==> config.mk <==
export PLATFORM = sky130hd
export DESIGN_NAME = video_timing_gen
export DESIGN_NICKNAME = d
export VERILOG_FILES = /design/src/rtl/video_timing_gen.sv
export SDC_FILE = /design/constraint.sdc
export NUM_CORES = 1
export LEC_CHECK = 0
export CELL_PAD_IN_SITES_DETAIL_PLACEMENT = 2
export CELL_PAD_IN_SITES_GLOBAL_PLACEMENT = 2
export CORE_ASPECT_RATIO = 1.1
export CORE_MARGIN = 1.5
export CORE_UTILIZATION = 31
export CTS_CLUSTER_DIAMETER = 50
export DETAILED_ROUTE_END_ITERATION = 12
export HOLD_SLACK_MARGIN = 0.06
export PLACE_DENSITY_LB_ADDON = 0.12
export SLEW_MARGIN = 20
export SYNTH_ARGS = -nofsm -noshare
export SYNTH_HDL_FRONTEND = slang
export SYNTH_SLANG_ARGS = --single-unit
==> constraint.sdc <==
create_clock -name PixelClk -period 2.5 [get_ports PixelClk]
set_clock_uncertainty 0.15 [all_clocks]
set_input_delay 0.5 -clock PixelClk [delete_from_list [all_inputs] [get_ports PixelClk]]
set_output_delay 0.5 -clock PixelClk [all_outputs]
set_load 0.03 [all_outputs]
==> src/rtl/video_timing_gen.sv <==
// video_timing_gen
//   720p60 (CEA-861 by default) raster timing generator with frame-buffer pixel
//   fetch. It sits one stage upstream of an rgb2dvi encoder. A pixel request
//   is issued REQ_LEAD cycles before the matching active pixel appears on the
//   vid_p* outputs. The returned pixel is re-aligned with registered
//   VSync/HSync/DE. Black is substituted when a fetch arrives late, and the
//   fetched data can be replaced with internal colour bars.
//
// Ports
//   PixelClk       in   pixel clock
//   aRst           in   asynchronous reset, active-high
//   en_i           in   timing enable; only acted on at a frame boundary
//   pattern_sel_i  in   1 = colour bars, 0 = fetched pixel data
//   pix_req_o      out  request one pixel (raster order), combinational
//   frame_start_o  out  pulse with the first pix_req_o of each frame
//   pix_data_i     in   fetched pixel {R,G,B}
//   pix_valid_i    in   pix_data_i valid, sampled REQ_LEAD-1 cycles after request
//   vid_pVSync     out  VSync, high-valid, registered
//   vid_pHSync     out  HSync, high-valid, registered
//   vid_pVDE       out  active video, registered
//   vid_pData      out  {R[23:16],G[15:8],B[7:0]}, registered
//   underflow_o    out  sticky: some DE pixel of this frame lacked pix_valid_i
module video_timing_gen #(
  parameter int H_ACTIVE = 1280,
  parameter int H_FP     = 110,
  parameter int H_SYNC   = 40,
  parameter int H_BP     = 220,
  parameter int V_ACTIVE = 720,
  parameter int V_FP     = 5,
  parameter int V_SYNC   = 5,
  parameter int V_BP     = 20,
  parameter int REQ_LEAD = 2
) (
  input  logic        PixelClk,
  input  logic        aRst,
  input  logic        en_i,
  input  logic        pattern_sel_i,
  output logic        pix_req_o,
  output logic        frame_start_o,
  input  logic [23:0] pix_data_i,
  input  logic        pix_valid_i,
  output logic        vid_pVSync,
  output logic        vid_pHSync,
  output logic        vid_pVDE,
  output logic [23:0] vid_pData,
  output logic        underflow_o
);

  localparam int H_TOTAL = H_ACTIVE + H_FP + H_SYNC + H_BP;
  localparam int V_TOTAL = V_ACTIVE + V_FP + V_SYNC + V_BP;
  localparam int HW      = $clog2(H_TOTAL);
  localparam int VW      = $clog2(V_TOTAL);
  localparam int BAR_W   = H_ACTIVE / 8;

  localparam logic [HW-1:0] H_LAST   = HW'(H_TOTAL - 1);
  localparam logic [HW-1:0] H_ACT_L  = HW'(H_ACTIVE);
  localparam logic [HW-1:0] HS_START = HW'(H_ACTIVE + H_FP);
  localparam logic [HW-1:0] HS_END   = HW'(H_ACTIVE + H_FP + H_SYNC);
  localparam logic [VW-1:0] V_LAST   = VW'(V_TOTAL - 1);
  localparam logic [VW-1:0] V_ACT_L  = VW'(V_ACTIVE);
  localparam logic [VW-1:0] VS_START = VW'(V_ACTIVE + V_FP);
  localparam logic [VW-1:0] VS_END   = VW'(V_ACTIVE + V_FP + V_SYNC);

  typedef enum logic [0:0] {
    ST_IDLE = 1'b0,
    ST_RUN  = 1'b1
  } state_t;

  state_t          state_r;
  logic [HW-1:0]   h_cnt_r;
  logic [VW-1:0]   v_cnt_r;

  logic            de_raw_s;
  logic            hs_raw_s;
  logic            vs_raw_s;

  // Timing delay line, bit 2 = de, bit 1 = hs, bit 0 = vs.
  logic [2:0]      tim_r [REQ_LEAD];

  // DE and x position one stage before the outputs: this is what the data
  // register sees at the edge where the upstream pixel is sampled.
  logic            pre_de_s;
  logic [HW-1:0]   pre_x_s;

  logic [23:0]     data_nxt_s;
  logic            ufl_evt_s;
  logic [23:0]     data_r;
  logic            ufl_r;

  // Bar index is x / BAR_W, built from threshold compares instead of a divider.
  function automatic logic [23:0] bar_colour(input logic [HW-1:0] x);
    logic [2:0] idx;
    idx = 3'd0;
    for (int k = 1; k < 8; k++) begin
      if (int'(x) >= k * BAR_W) begin
        idx = 3'(k);
      end else begin
        idx = idx;
      end
    end
    case (idx)
      3'd0:    bar_colour = 24'hFFFFFF;
      3'd1:    bar_colour = 24'hFFFF00;
      3'd2:    bar_colour = 24'h00FFFF;
      3'd3:    bar_colour = 24'h00FF00;
      3'd4:    bar_colour = 24'hFF00FF;
      3'd5:    bar_colour = 24'hFF0000;
      3'd6:    bar_colour = 24'h0000FF;
      default: bar_colour = 24'h000000;
    endcase
  endfunction

  // Run/idle state and raster counters; a running frame always finishes.
  always_ff @(posedge PixelClk or posedge aRst) begin
    if (aRst) begin
      state_r <= ST_IDLE;
      h_cnt_r <= '0;
      v_cnt_r <= '0;
    end else begin
      case (state_r)
        ST_IDLE: begin
          h_cnt_r <= '0;
          v_cnt_r <= '0;
          if (en_i) begin
            state_r <= ST_RUN;
          end else begin
            state_r <= ST_IDLE;
          end
        end
        ST_RUN: begin
          if (h_cnt_r == H_LAST) begin
            h_cnt_r <= '0;
            if (v_cnt_r == V_LAST) begin
              v_cnt_r <= '0;
              state_r <= en_i ? ST_RUN : ST_IDLE;
            end else begin
              v_cnt_r <= v_cnt_r + VW'(1);
            end
          end else begin
            h_cnt_r <= h_cnt_r + HW'(1);
          end
        end
        default: begin
          state_r <= ST_IDLE;
          h_cnt_r <= '0;
          v_cnt_r <= '0;
        end
      endcase
    end
  end

  // Raw timing decoded from the counters; idle counters sit at 0, so gate on RUN.
  always_comb begin
    de_raw_s = 1'b0;
    hs_raw_s = 1'b0;
    vs_raw_s = 1'b0;
    if (state_r == ST_RUN) begin
      de_raw_s = (h_cnt_r < H_ACT_L) && (v_cnt_r < V_ACT_L);
      hs_raw_s = (h_cnt_r >= HS_START) && (h_cnt_r < HS_END);
      vs_raw_s = (v_cnt_r >= VS_START) && (v_cnt_r < VS_END);
    end else begin
      de_raw_s = 1'b0;
      hs_raw_s = 1'b0;
      vs_raw_s = 1'b0;
    end
  end

  assign pix_req_o     = de_raw_s;
  assign frame_start_o = de_raw_s && (h_cnt_r == '0) && (v_cnt_r == '0);

  // REQ_LEAD-stage delay of de/hs/vs towards the encoder.
  always_ff @(posedge PixelClk or posedge aRst) begin
    if (aRst) begin
      for (int i = 0; i < REQ_LEAD; i++) begin
        tim_r[i] <= 3'b000;
      end
    end else begin
      tim_r[0] <= {de_raw_s, hs_raw_s, vs_raw_s};
      for (int i = 1; i < REQ_LEAD; i++) begin
        tim_r[i] <= tim_r[i-1];
      end
    end
  end

  generate
    if (REQ_LEAD == 1) begin : g_pre_direct
      assign pre_de_s = de_raw_s;
      assign pre_x_s  = h_cnt_r;
    end else begin : g_pre_delayed
      logic [HW-1:0] x_r [REQ_LEAD-1];

      // x position delayed alongside DE, only as far as the data register needs.
      always_ff @(posedge PixelClk or posedge aRst) begin
        if (aRst) begin
          for (int i = 0; i < REQ_LEAD - 1; i++) begin
            x_r[i] <= '0;
          end
        end else begin
          x_r[0] <= h_cnt_r;
          for (int i = 1; i < REQ_LEAD - 1; i++) begin
            x_r[i] <= x_r[i-1];
          end
        end
      end

      assign pre_de_s = tim_r[REQ_LEAD-2][2];
      assign pre_x_s  = x_r[REQ_LEAD-2];
    end
  endgenerate

  // Pixel source select: blank, colour bars, fetched data, or black on underflow.
  always_comb begin
    data_nxt_s = 24'h000000;
    ufl_evt_s  = 1'b0;
    if (!pre_de_s) begin
      data_nxt_s = 24'h000000;
    end else if (pattern_sel_i) begin
      data_nxt_s = bar_colour(pre_x_s);
    end else if (pix_valid_i) begin
      data_nxt_s = pix_data_i;
    end else begin
      data_nxt_s = 24'h000000;
      ufl_evt_s  = 1'b1;
    end
  end

  // Output pixel register and sticky underflow; a new underflow beats the frame clear.
  always_ff @(posedge PixelClk or posedge aRst) begin
    if (aRst) begin
      data_r <= 24'h000000;
      ufl_r  <= 1'b0;
    end else begin
      data_r <= data_nxt_s;
      if (ufl_evt_s) begin
        ufl_r <= 1'b1;
      end else if (frame_start_o) begin
        ufl_r <= 1'b0;
      end else begin
        ufl_r <= ufl_r;
      end
    end
  end

  assign vid_pVDE    = tim_r[REQ_LEAD-1][2];
  assign vid_pHSync  = tim_r[REQ_LEAD-1][1];
  assign vid_pVSync  = tim_r[REQ_LEAD-1][0];
  assign vid_pData   = data_r;
  assign underflow_o = ufl_r;

endmodule
==> implementation parameters <==
Parameter                              Value

Yosys
  Top FF cell, synth ... dfrtp_1
  Number of warning messages in the yosys log ... 0
  Cell variety after synth ... 52
  Synth Area in Adders ... 3.16%
  Post-synthesis xor/xnor area fraction ... 2.85%
  FF+latch count, synth ... 59
  Share of synthesized area occupied by flip-flops and latches ... 53.3%
  Mean area per synthesized cell ... 10.1 µm²
  Ys async rst share ... 100%
  Mapped Area ... 2770 µm²
  Multiplexer fraction of the synthesized cell area ... 0%
  Dominant combinational cell family by area after synthesis ... simple AND/OR/NAND/NOR gates
  Post-Synthesis Cells ... 274
  Syn nets ... 310
  Number of enable flip-flop cells after synthesis ... 0
  Simple-gate area share of the yosys netlist ... 22.5%
  Share of the synthesized area in compound gates (AO/OA/AOI/OAI) ... 14.3%

Timing
  Unrepaired setup endpoints after global routing ... false
  Max Slew Vio Count ... 0
  Setup TNS ... 0 ns
  Final hold violation count ... 0
  Final Cycle Share ... 95.7%
  Transition time at the pin with the least slew margin ... 0.588 ns
  Peak Freq ... 418 MHz
  Clock period minus final worst setup slack ... 2.39 ns
  Number of failing setup endpoints in the final timing report ... 0
  Relative slew margins ... 60.6%

GRT
  Number of antenna violations at the first check in global routing ... 0
  Number of global-route vias before repair ... 2415
  Global Route met1 Usage ... 22.6%
  Total routing resource utilization after global routing ... 17.3%
  Largest net degree at the start of global routing ... 60
  Busiest metal layer after global routing ... met2
  Met2 usage in global routing ... 27.1%
  Global-route congestion overflow total ... 0
  Global-route wire length before repair ... 12500 µm
  GRT met3 Usage ... 5.88%

Placement
  Detailed-placement wirelength estimate ... 5240 µm
  DP Cell Count ... 443
  Number of buffers inserted by port buffering ... 58
  Area after DPL ... 3520 µm²
  Weighted congestion at the end of routability-driven global placement ... 0.807

Routing
  DRT iter0 DRCs ... 52
  Routed length per placed instance ... 16.3 µm
  Routed vias/inst ... 5.02
  Router iterations before antenna repair ... 4
  Total number of vias ... 2313
  DRC errors left ... 0
  Total wire length ... 7520 µm
  Number of nets still failing antenna checks after routing ... 0

Worst setup path
  CP max-delay cell ... dfrtp_1
  CP peak stage delay ... 0.49 ns
  Critical-path maximum fanout ... 7
  CP cell instances ... nor4_4 > and4_1 > and4_4 > buf_6
  Bufs and invs on worst path ... 1
  Kind of start point of the critical path ... register
  Critical path endpoint category ... primary output
  Startpoint-to-endpoint class of the critical path ... reg2out
  Category of cells accounting for the largest share of critical-path delay ... simple AND/OR/NAND/NOR gates
  Reg-to-reg startpoint ... v_cnt_r[0]
  Arrival time worst endpoint ... 1.74 ns
  CP required ... 1.85 ns
  Worst setup path startpoint ... h_cnt_r[7]

Clock tree
  Clk_lat worst skew ... 0.33 ns
  Hold-fix buffers, CTS ... 0
  Library cell used as clock root buffer ... clkbuf_8
  Clock buffer count from CTS ... 9
  Clock tree from TritonCTS ... built
  Clock input transition at the sequential cells of the worst setup and hold paths ... 0.07 ns
  Sink count of the clock tree ... 59
  Max Buffers Root-to-Sink ... 2
  Number of levels in the clock H-tree ... 3

Final layout
  Antenna cells ... 0
  Multi-input combinational cell area ... 1210 µm²
  Area growth from synthesis to layout ... 35.1%
  Commonest non-fill, non-tap cells in the layout ... 57 x dfrtp_1, 56 x clkdlybuf4s50_1, 47 x nor2_1, 17 x nand2_1
  Final instance count without filler cells ... 461
  Fin util ... 42.6%
  Share of layout cells above drive strength 1 ... 13.0%
  Number of fill cells in the layout ... 961
  Most common library cell in the layout ignoring fill and taps ... dfrtp_1
  Sequential Area ... 1480 µm²
  Layout Nets ... 379
  Finished Cell Area ... 3740 µm²

Floorplanning
  I/O pins ... 59
  Initial core utilization ... 31.5%
  Floorplan die width ... 93.1 µm
  Row Count ... 36
  DIE AREA ... 9510 µm²
  Vertical die dimension ... 102 µm
  Core Footprint ... 8780 µm²

Run status
  Status ... finished clean

Hold path
  Hold Startpoint ... tim_r[3]
  HP Class ... reg2reg

Power and ir drop
  Highest ir drop seen on vdd ... 0.385 mV
  Pwr per Cell Area ... 703 nW/µm²
  Static Leak ... 1.64 nW

Run
  Max-capacitance violation count ... 0
-- per-stage QoR --
step                      worst slack, ns  total power, W  hold slack [ns]
after floorplan                     0.352         0.00160            0.181
after global placement              0.265         0.00185            0.182
after detailed placement            0.240         0.00187            0.189
after CTS                         0.00738         0.00267            0.207
after global routing              0.00991         0.00280            0.205
final                               0.109         0.00263            0.204
-- cell type report --
type                       count  share of cell area [%]
timing repair buffer          72                    18.6
multi-input combinational    189                    32.4
sequential                    59                    39.5
tap                          114                    3.81
inverter                      12                    1.20
clock inverter                 5                   0.802
clock buffer                  10                    3.68
-- power by group --
group | internal (W) | switching (W) | leakage [nW]
Clock | 0.000375 | 0.000381 | 0.0839
Combinational | 0.000308 | 0.000323 | 0.834
Sequential | 0.00108 | 0.000168 | 0.723
Total | 0.00176 | 0.000873 | 1.64
-- cells by family after synthesis --
family,after synthesis
AO/OA/AOI/OAI,56
XOR/XNOR,9
adder cells (fa/ha/maj),7
buffers and inverters,26
flip-flops,59
AND/OR/NAND/NOR,117
-- repair_timing --
action,CTS,global route
endpoints found under the setup margin,2,1
cloned,0,0
pin swaps,1,1
buffers inserted,2,1
resized for setup,4,6
-- final timing paths --
path,depth (start not counted),slack [ns],end
max in group asynchronous,3,1.52,h_cnt_r[2]
worst max register to register,6,0.33,v_cnt_r[8]
min in group asynchronous,3,0.40,tim_r[3]
worst max-delay path,4,0.11,frame_start_o
worst min register to register,0,0.20,vid_pVSync
worst min-delay path,0,0.20,vid_pVSync
-- Yosys cell counts, types with 4 or more instances --
cell type,n,area [µm²]
dfrtp_1,59,1480
nor2_1,47,176
nand2_1,17,63.8
a21oi_1,13,65.1
inv_1,12,45.0
nand3_1,12,60.1
a21o_1,11,82.6
clkbuf_1,9,33.8
and4_1,8,70.1
xor2_1,8,70.1
ha_1,7,87.6
o21ai_0,6,30.0
o31ai_1,5,37.5
a31oi_1,4,25.0
buf_2,4,20.0
-- routing by layer --
layer  vias up  wire length [µm]
li1       1093                 -
met1      1152              3490
met2        57              3560
met3        11               334
met4         0               129
met5         -                 0
-- registers in the layout, indices dropped and copies added (netlist names) --
name / cells
vid_pData: 24
h_cnt_r: 11
v_cnt_r: 10
g_pre_delayed.x_r: 6
tim_r: 2
pre_de_s: 1
state_r: 1
underflow_o: 1
vid_pHSync: 1
vid_pVDE: 1
vid_pVSync: 1
-- worst register-to-register path, stage by stage, from the launching register on --
cell,delay [ns]
dfrtp_2,0.42
buf_4,0.16
ha_1,0.22
and4bb_2,0.26
a41oi_4,0.38
nand2b_4,0.14
o31ai_1,0.32
Power figures use the tool's default switching activity.
